`src/rtl/dm_store_buffer_pkg.sv`:
```
// Shared definitions for the posted-store buffer.
//   - DMType encodings of the data-memory access size
//   - sb_entry_t: one buffered store (address, right-aligned data, type)
//   - dm_span(): number of bytes an access of a given DMType touches
package dm_store_buffer_pkg;

  localparam int ADDR_W = 9;
  localparam int DATA_W = 32;
  localparam int TYPE_W = 3;

  localparam logic [TYPE_W-1:0] DM_WORD              = 3'b000;
  localparam logic [TYPE_W-1:0] DM_HALFWORD          = 3'b001;
  localparam logic [TYPE_W-1:0] DM_HALFWORD_UNSIGNED = 3'b010;
  localparam logic [TYPE_W-1:0] DM_BYTE              = 3'b011;
  localparam logic [TYPE_W-1:0] DM_BYTE_UNSIGNED     = 3'b100;

  typedef struct packed {
    logic [ADDR_W-1:0] addr;
    logic [DATA_W-1:0] data;
    logic [TYPE_W-1:0] dtype;
  } sb_entry_t;

  // Unused encodings touch no bytes, so they never overlap anything and
  // the memory writes nothing for them.
  function automatic logic [2:0] dm_span(input logic [TYPE_W-1:0] t);
    logic [2:0] s;
    case (t)
      DM_WORD:                           s = 3'd4;
      DM_HALFWORD, DM_HALFWORD_UNSIGNED: s = 3'd2;
      DM_BYTE, DM_BYTE_UNSIGNED:         s = 3'd1;
      default:                           s = 3'd0;
    endcase
    return s;
  endfunction

endpackage

```
`src/rtl/dm_store_buffer_sb_overlap.sv`:
```
// sb_overlap: byte-range intersection test between two (addr, type) pairs.
//   en             - gate (entry valid); hit is 0 when low
//   a_addr/a_type  - first access (buffered store)
//   b_addr/b_type  - second access (load)
//   hit            - the two byte ranges share at least one byte
module sb_overlap
  import dm_store_buffer_pkg::*;
(
  input  logic              en,
  input  logic [ADDR_W-1:0] a_addr,
  input  logic [TYPE_W-1:0] a_type,
  input  logic [ADDR_W-1:0] b_addr,
  input  logic [TYPE_W-1:0] b_type,
  output logic              hit
);

  logic [2:0]      a_span;
  logic [2:0]      b_span;
  logic [ADDR_W:0] a_lo;
  logic [ADDR_W:0] a_hi;
  logic [ADDR_W:0] b_lo;
  logic [ADDR_W:0] b_hi;

  // One extra address bit keeps the end of a range near 0x1FF from
  // wrapping back to the bottom of the address space.
  always_comb begin
    a_span = dm_span(a_type);
    b_span = dm_span(b_type);
    a_lo   = {1'b0, a_addr};
    b_lo   = {1'b0, b_addr};
    a_hi   = a_lo + {7'd0, a_span};
    b_hi   = b_lo + {7'd0, b_span};
    hit    = en && (a_span != 3'd0) && (b_span != 3'd0) &&
             (a_lo < b_hi) && (b_lo < a_hi);
  end

endmodule

```
`src/rtl/dm_store_buffer.sv`:
```
// dm_store_buffer: posted-store FIFO in front of a single-port data memory.
// Stores are queued and drained in order on cycles where the port is not
// carrying a load; a load overlapping any pending store is stalled while
// the buffer drains.
//   clk, rst                     - clock, synchronous active-high reset
//   st_valid/st_ready            - store handshake; st_addr/st_data/st_type
//   ld_req, ld_addr, ld_type     - load presented this cycle
//   ld_stall                     - load must be re-presented next cycle
//   dm_wr/dm_addr/dm_din/dm_type - data-memory port
//   empty, count                 - buffer occupancy
module dm_store_buffer
  import dm_store_buffer_pkg::*;
#(
  parameter int DEPTH = 4
) (
  input  logic                     clk,
  input  logic                     rst,
  input  logic                     st_valid,
  output logic                     st_ready,
  input  logic [ADDR_W-1:0]        st_addr,
  input  logic [DATA_W-1:0]        st_data,
  input  logic [TYPE_W-1:0]        st_type,
  input  logic                     ld_req,
  input  logic [ADDR_W-1:0]        ld_addr,
  input  logic [TYPE_W-1:0]        ld_type,
  output logic                     ld_stall,
  output logic                     dm_wr,
  output logic [ADDR_W-1:0]        dm_addr,
  output logic [DATA_W-1:0]        dm_din,
  output logic [TYPE_W-1:0]        dm_type,
  output logic                     empty,
  output logic [$clog2(DEPTH):0]   count
);

  localparam int PW = $clog2(DEPTH);
  localparam int CW = PW + 1;

  sb_entry_t        mem_q [DEPTH];
  sb_entry_t        mem_d [DEPTH];
  logic [PW-1:0]    wr_ptr_q, wr_ptr_d;
  logic [PW-1:0]    rd_ptr_q, rd_ptr_d;
  logic [CW-1:0]    count_q, count_d;

  logic [DEPTH-1:0] ent_valid;
  logic [DEPTH-1:0] ent_hit;
  logic             hazard;
  logic             buf_empty;
  logic             enq;
  logic             deq;
  sb_entry_t        head;

  assign head      = mem_q[rd_ptr_q];
  assign buf_empty = (count_q == '0);
  assign hazard    = |ent_hit;

  // An entry is live when its distance from the read pointer (modulo
  // DEPTH) is below the occupancy.
  for (genvar gi = 0; gi < DEPTH; gi++) begin : g_entry
    logic [PW-1:0] offs;
    assign offs          = PW'(gi) - rd_ptr_q;
    assign ent_valid[gi] = ({1'b0, offs} < count_q);

    sb_overlap u_overlap (
      .en     (ent_valid[gi]),
      .a_addr (mem_q[gi].addr),
      .a_type (mem_q[gi].dtype),
      .b_addr (ld_addr),
      .b_type (ld_type),
      .hit    (ent_hit[gi])
    );
  end

  assign st_ready = !rst && (count_q != CW'(DEPTH));
  assign empty    = rst || buf_empty;
  assign count    = rst ? '0 : count_q;
  assign dm_din   = (!rst && !buf_empty) ? head.data : '0;

  // Port arbitration: a clean load owns the port; otherwise the head
  // entry drains (a hazard implies the buffer is non-empty).
  always_comb begin
    dm_wr    = 1'b0;
    ld_stall = 1'b0;
    dm_addr  = '0;
    dm_type  = '0;
    if (!rst) begin
      if (ld_req && !hazard) begin
        dm_addr = ld_addr;
        dm_type = ld_type;
      end else if (ld_req || !buf_empty) begin
        dm_wr    = 1'b1;
        ld_stall = ld_req;
        dm_addr  = head.addr;
        dm_type  = head.dtype;
      end
    end
  end

  assign enq = st_valid && st_ready;
  assign deq = dm_wr;

  always_comb begin
    mem_d    = mem_q;
    wr_ptr_d = wr_ptr_q;
    rd_ptr_d = rd_ptr_q;
    count_d  = count_q;
    if (enq) begin
      mem_d[wr_ptr_q] = '{addr: st_addr, data: st_data, dtype: st_type};
      wr_ptr_d        = wr_ptr_q + PW'(1);
    end
    if (deq) begin
      rd_ptr_d = rd_ptr_q + PW'(1);
    end
    case ({enq, deq})
      2'b10:   count_d = count_q + CW'(1);
      2'b01:   count_d = count_q - CW'(1);
      default: count_d = count_q;
    endcase
  end

  always_ff @(posedge clk) begin
    if (rst) begin
      wr_ptr_q <= '0;
      rd_ptr_q <= '0;
      count_q  <= '0;
    end else begin
      wr_ptr_q <= wr_ptr_d;
      rd_ptr_q <= rd_ptr_d;
      count_q  <= count_d;
    end
  end

  // Entry storage needs no reset: liveness comes from the pointers.
  always_ff @(posedge clk) begin
    mem_q <= mem_d;
  end

endmodule

```
`config.mk`:
```
export PLATFORM = sky130hd
export DESIGN_NAME = dm_store_buffer
export DESIGN_NICKNAME = d
export VERILOG_FILES = /design/src/rtl/dm_store_buffer_pkg.sv /design/src/rtl/dm_store_buffer_sb_overlap.sv /design/src/rtl/dm_store_buffer.sv
export SDC_FILE = /design/constraint.sdc
export NUM_CORES = 1
export LEC_CHECK = 0
export BUFFER_PORTS_ARGS = -buffer_cell sky130_fd_sc_hd__buf_2
export CORE_UTILIZATION = 45
export DETAILED_ROUTE_END_ITERATION = 8
export HOLD_SLACK_MARGIN = 0.1
export PLACE_DENSITY = 0.66
export SETUP_SLACK_MARGIN = 0.05
export SYNTH_ARGS = -nofsm -noshare
export SYNTH_HDL_FRONTEND = slang
export SYNTH_SLANG_ARGS = --single-unit
```
`constraint.sdc`:
```
create_clock -name clk -period 8.75 [get_ports clk]
set_input_delay 2.625 -clock clk [delete_from_list [all_inputs] [get_ports clk]]
set_output_delay 2.625 -clock clk [all_outputs]
set_load 0.02 [all_outputs]
```
==> metrics.txt <==
outcome=finished with violations; violated checks=negative setup slack; share of post-route cells with drive strength above 1=28.88%; # setup viols final=2; Slew HR=20.58%; leakage=4.471 nW; die extent in x=151.5 um; RD Place Congestion=0.9720; data arrival time of the critical path=6.14 ns; r2r startpoint=mem_q[133]; Die ar.=22950 um^2; Crit. End Element=primary output; CTS tree=built; Final Hold Fails=0; FF+latch count, synth=183; Worst EP required=6.12 ns; Max clock buf depth=2; most frequent cells in the layout=176 x edfxtp_1, 94 x buf_2, 61 x ha_1; Startpoint Class=input port; final instance area=11920 um^2; Mapped Area=10060 um^2; Reg power frac=38.8%; Synth Instances=739; register area share after synthesis=53.95%; initial antenna violation count=0; Placed Area=11090 um^2; WL/cell=20.23 um; Clock Power Share=27.4%; DRC errors left=0; Max Clock Freq=114.1 MHz; Core Area=21890 um^2; Pwr Density=233.6 nW/um^2; number of synthesized flops with an enable pin=176; DP HPWL=16360 um; metal2 WL=11060 um; most used cell along the critical path=buf_12; Area growth, synth to finish=18.54%; gr usage total=21.87%; slowest cell delay on critical path=0.38 ns; H-tree depth=4; Top FF cell, synth=edfxtp_1; post-route clock period utilization=100.1%; global-route wire length before repair=36470 um; fillers=1871; post-route ant nets=0; FFs w/ async S/R, synth=0%; fin crit period=8.760 ns; CP startpoint=ld_type[0]; reg-to-reg slack, setup=3.11 ns; vias in the first global route=6649; largest net degree at the start of global routing=39; fin worst setup slack=-0.01045 ns; Via-to-Cell Ratio=5.659; sw frac=33.53%; Hold Path Class=reg -> reg; via count=6621; reg2reg path depth=24; 1st-iter DRT viols=510; Logic pwr share=33.8%; Setup CP Type=in -> out; final wirelength=23670 um; input/output buffers=110; Worst VDD drop=164.9 uV; slowest CP cell=fa_2; Layout Skew=0.01403 ns; switching power=0.9338 mW; row cnt=54; uppermost routed layer=met4; Pre-antenna DRT Iters=5; crit-path max FO=5; Worst-Margin Slew=1.187 ns; Unique masters post-synth=62; final core occ=54.45%; RSZ-0062 raised after global routing=yes; Non-Filler Instances=1170; Total Power=2.785 mW; Clock transition at path regs=0.07 ns; Pins Over Slew Limit=0; Power Internal=1.851 mW; Syn Area/Cell=13.61 um^2; met1 WL=10330 um; Setup crit end=dm_addr[1]; I/O pins=111; Ant. Diodes=0; routed wl met3=1746 um; CTS sink cnt=183; Post-Place Setup Slack=-0.3425 ns; grt ovf=0; RR Endpoint=count_q[2]; Starting Density=45.94%; Ys Warns=0; total CTS buffers=17; crit-path cells=buf_6, nor2_2, nand2_1, o21ai_2, ha_2, inv_2, fa_2, xor2_4, ha_4, nand2_2, o211ai_1, o31ai_1, o311ai_1, o2111ai_1, a221oi_2, o2111a_2, nor2b_4, buf_12, buf_12, mux2i_1, buf_4; most common cell after layout, fill and taps aside=edfxtp_1; Die Y=151.5 um; Mapped Nets=869; Nets=1007; Max-Cap Viols=0; clk root buf=clkbuf_16; Clock Latency Late Sink=0.43 ns; cell total after placement=1132
[metal layers]
layer	vias up	global-route usage, %
met5	-	0
met4	0	8.100
met3	37	5.719
met2	217	34.86
met1	3257	28.74
li1	3110	-
[sequential cells by signal, indices dropped and copies added, names as in the netlist]
register,count
mem_q,176
count_q,3
rd_ptr_q,2
wr_ptr_q,2
[power groups by stage]
| stage | clock network (mW) | logic [mW] | registers (mW) |
|---|---|---|---|
| final | 0.762 | 0.941 | 1.08 |
| after global routing | 0.809 | 1.03 | 1.09 |
| after CTS | 0.779 | 0.936 | 1.08 |
| after detailed placement | 0 | 0.871 | 1.10 |
| after global placement | 0 | 0.862 | 1.10 |
| after floorplan | 0 | 0.652 | 1.05 |
[cells in the mapped netlist, drive strengths merged (7+ instances only)]
cell	count	share of area [%]
a211oi	7	0.52
a21o	13	0.97
a21oi	26	1.4
and3	9	0.61
buf	10	0.60
clkbuf	17	0.63
dfxtp	7	1.4
edfxtp	176	53
ha	64	8.0
inv	25	0.93
mux2i	14	1.4
mux4	44	9.9
nand2	47	1.8
nand2b	23	1.4
nand3	13	0.65
nand4	8	0.50
nor2	32	1.2
nor2b	43	2.8
nor3	16	0.80
o211ai	9	0.67
o21ai	33	1.6
xnor2	27	2.4
xor2	19	1.7
[critical path, delay by kind of cell]
kind / cells / cell delay (ns)
AO/OA/AOI/OAI: 7 / 1.29
XOR/XNOR: 1 / 0.19
adder cells (fa/ha/maj): 3 / 0.86
buffers and inverters: 5 / 0.55
multiplexers: 1 / 0.20
AND/OR/NAND/NOR: 4 / 0.43
[metrics by stage]
stage	hold slack [ns]	setup TNS, ns
6_report	0.5697	-0.01877
5_1_grt	0.6189	-3.069
4_1_cts	0.5708	-0.02161
3_5_place_dp	0.5597	-4.066
3_3_place_gp	0.5445	-1.958
2_1_floorplan	0.5063	0
[what timing repair did]
item	in CTS	in global routing
setup buffers	4	1
endpoints found under the setup margin	14	14
cloned	1	0
hold buffers	0	0
endpoints found under the hold margin	0	0
resized for setup	28	15
pin swaps	3	3
[cell type report]
cell class / count / area [um^2] / share of cell area (%)
Inverter: 25 / 93.84 / 0.7872
Sequential cell: 183 / 5430 / 45.55
Tap cell: 280 / 350.3 / 2.939
Timing Repair Buffer: 146 / 925.9 / 7.767
Clock inverter: 15 / 180.2 / 1.511
Clock buffer: 17 / 425.4 / 3.569
Multi-Input combinational cell: 504 / 4514 / 37.87
[kinds of logic after synthesis]
group	count (synthesis)	share of synthesized area [%]
AO/OA/AOI/OAI	120	7.988
XOR/XNOR	47	4.318
adder cells (fa/ha/maj)	72	9.382
buffers and inverters	52	2.165
flip-flops	183	53.95
multiplexers	58	11.25
AND/OR/NAND/NOR	207	10.95
[worst min path at each step]
stage	slack [ns]	startpoint	depth (start not counted)	endpoint
detailed placement	0.56	wr_ptr_q[1]	2	wr_ptr_q[1]
CTS	0.57	wr_ptr_q[1]	2	wr_ptr_q[1]
global route	0.62	wr_ptr_q[1]	2	wr_ptr_q[1]
floorplan	0.51	wr_ptr_q[1]	2	wr_ptr_q[1]
finish	0.57	wr_ptr_q[1]	2	wr_ptr_q[1]
global placement	0.54	wr_ptr_q[1]	2	wr_ptr_q[1]
(Power assumes the default switching activity.)
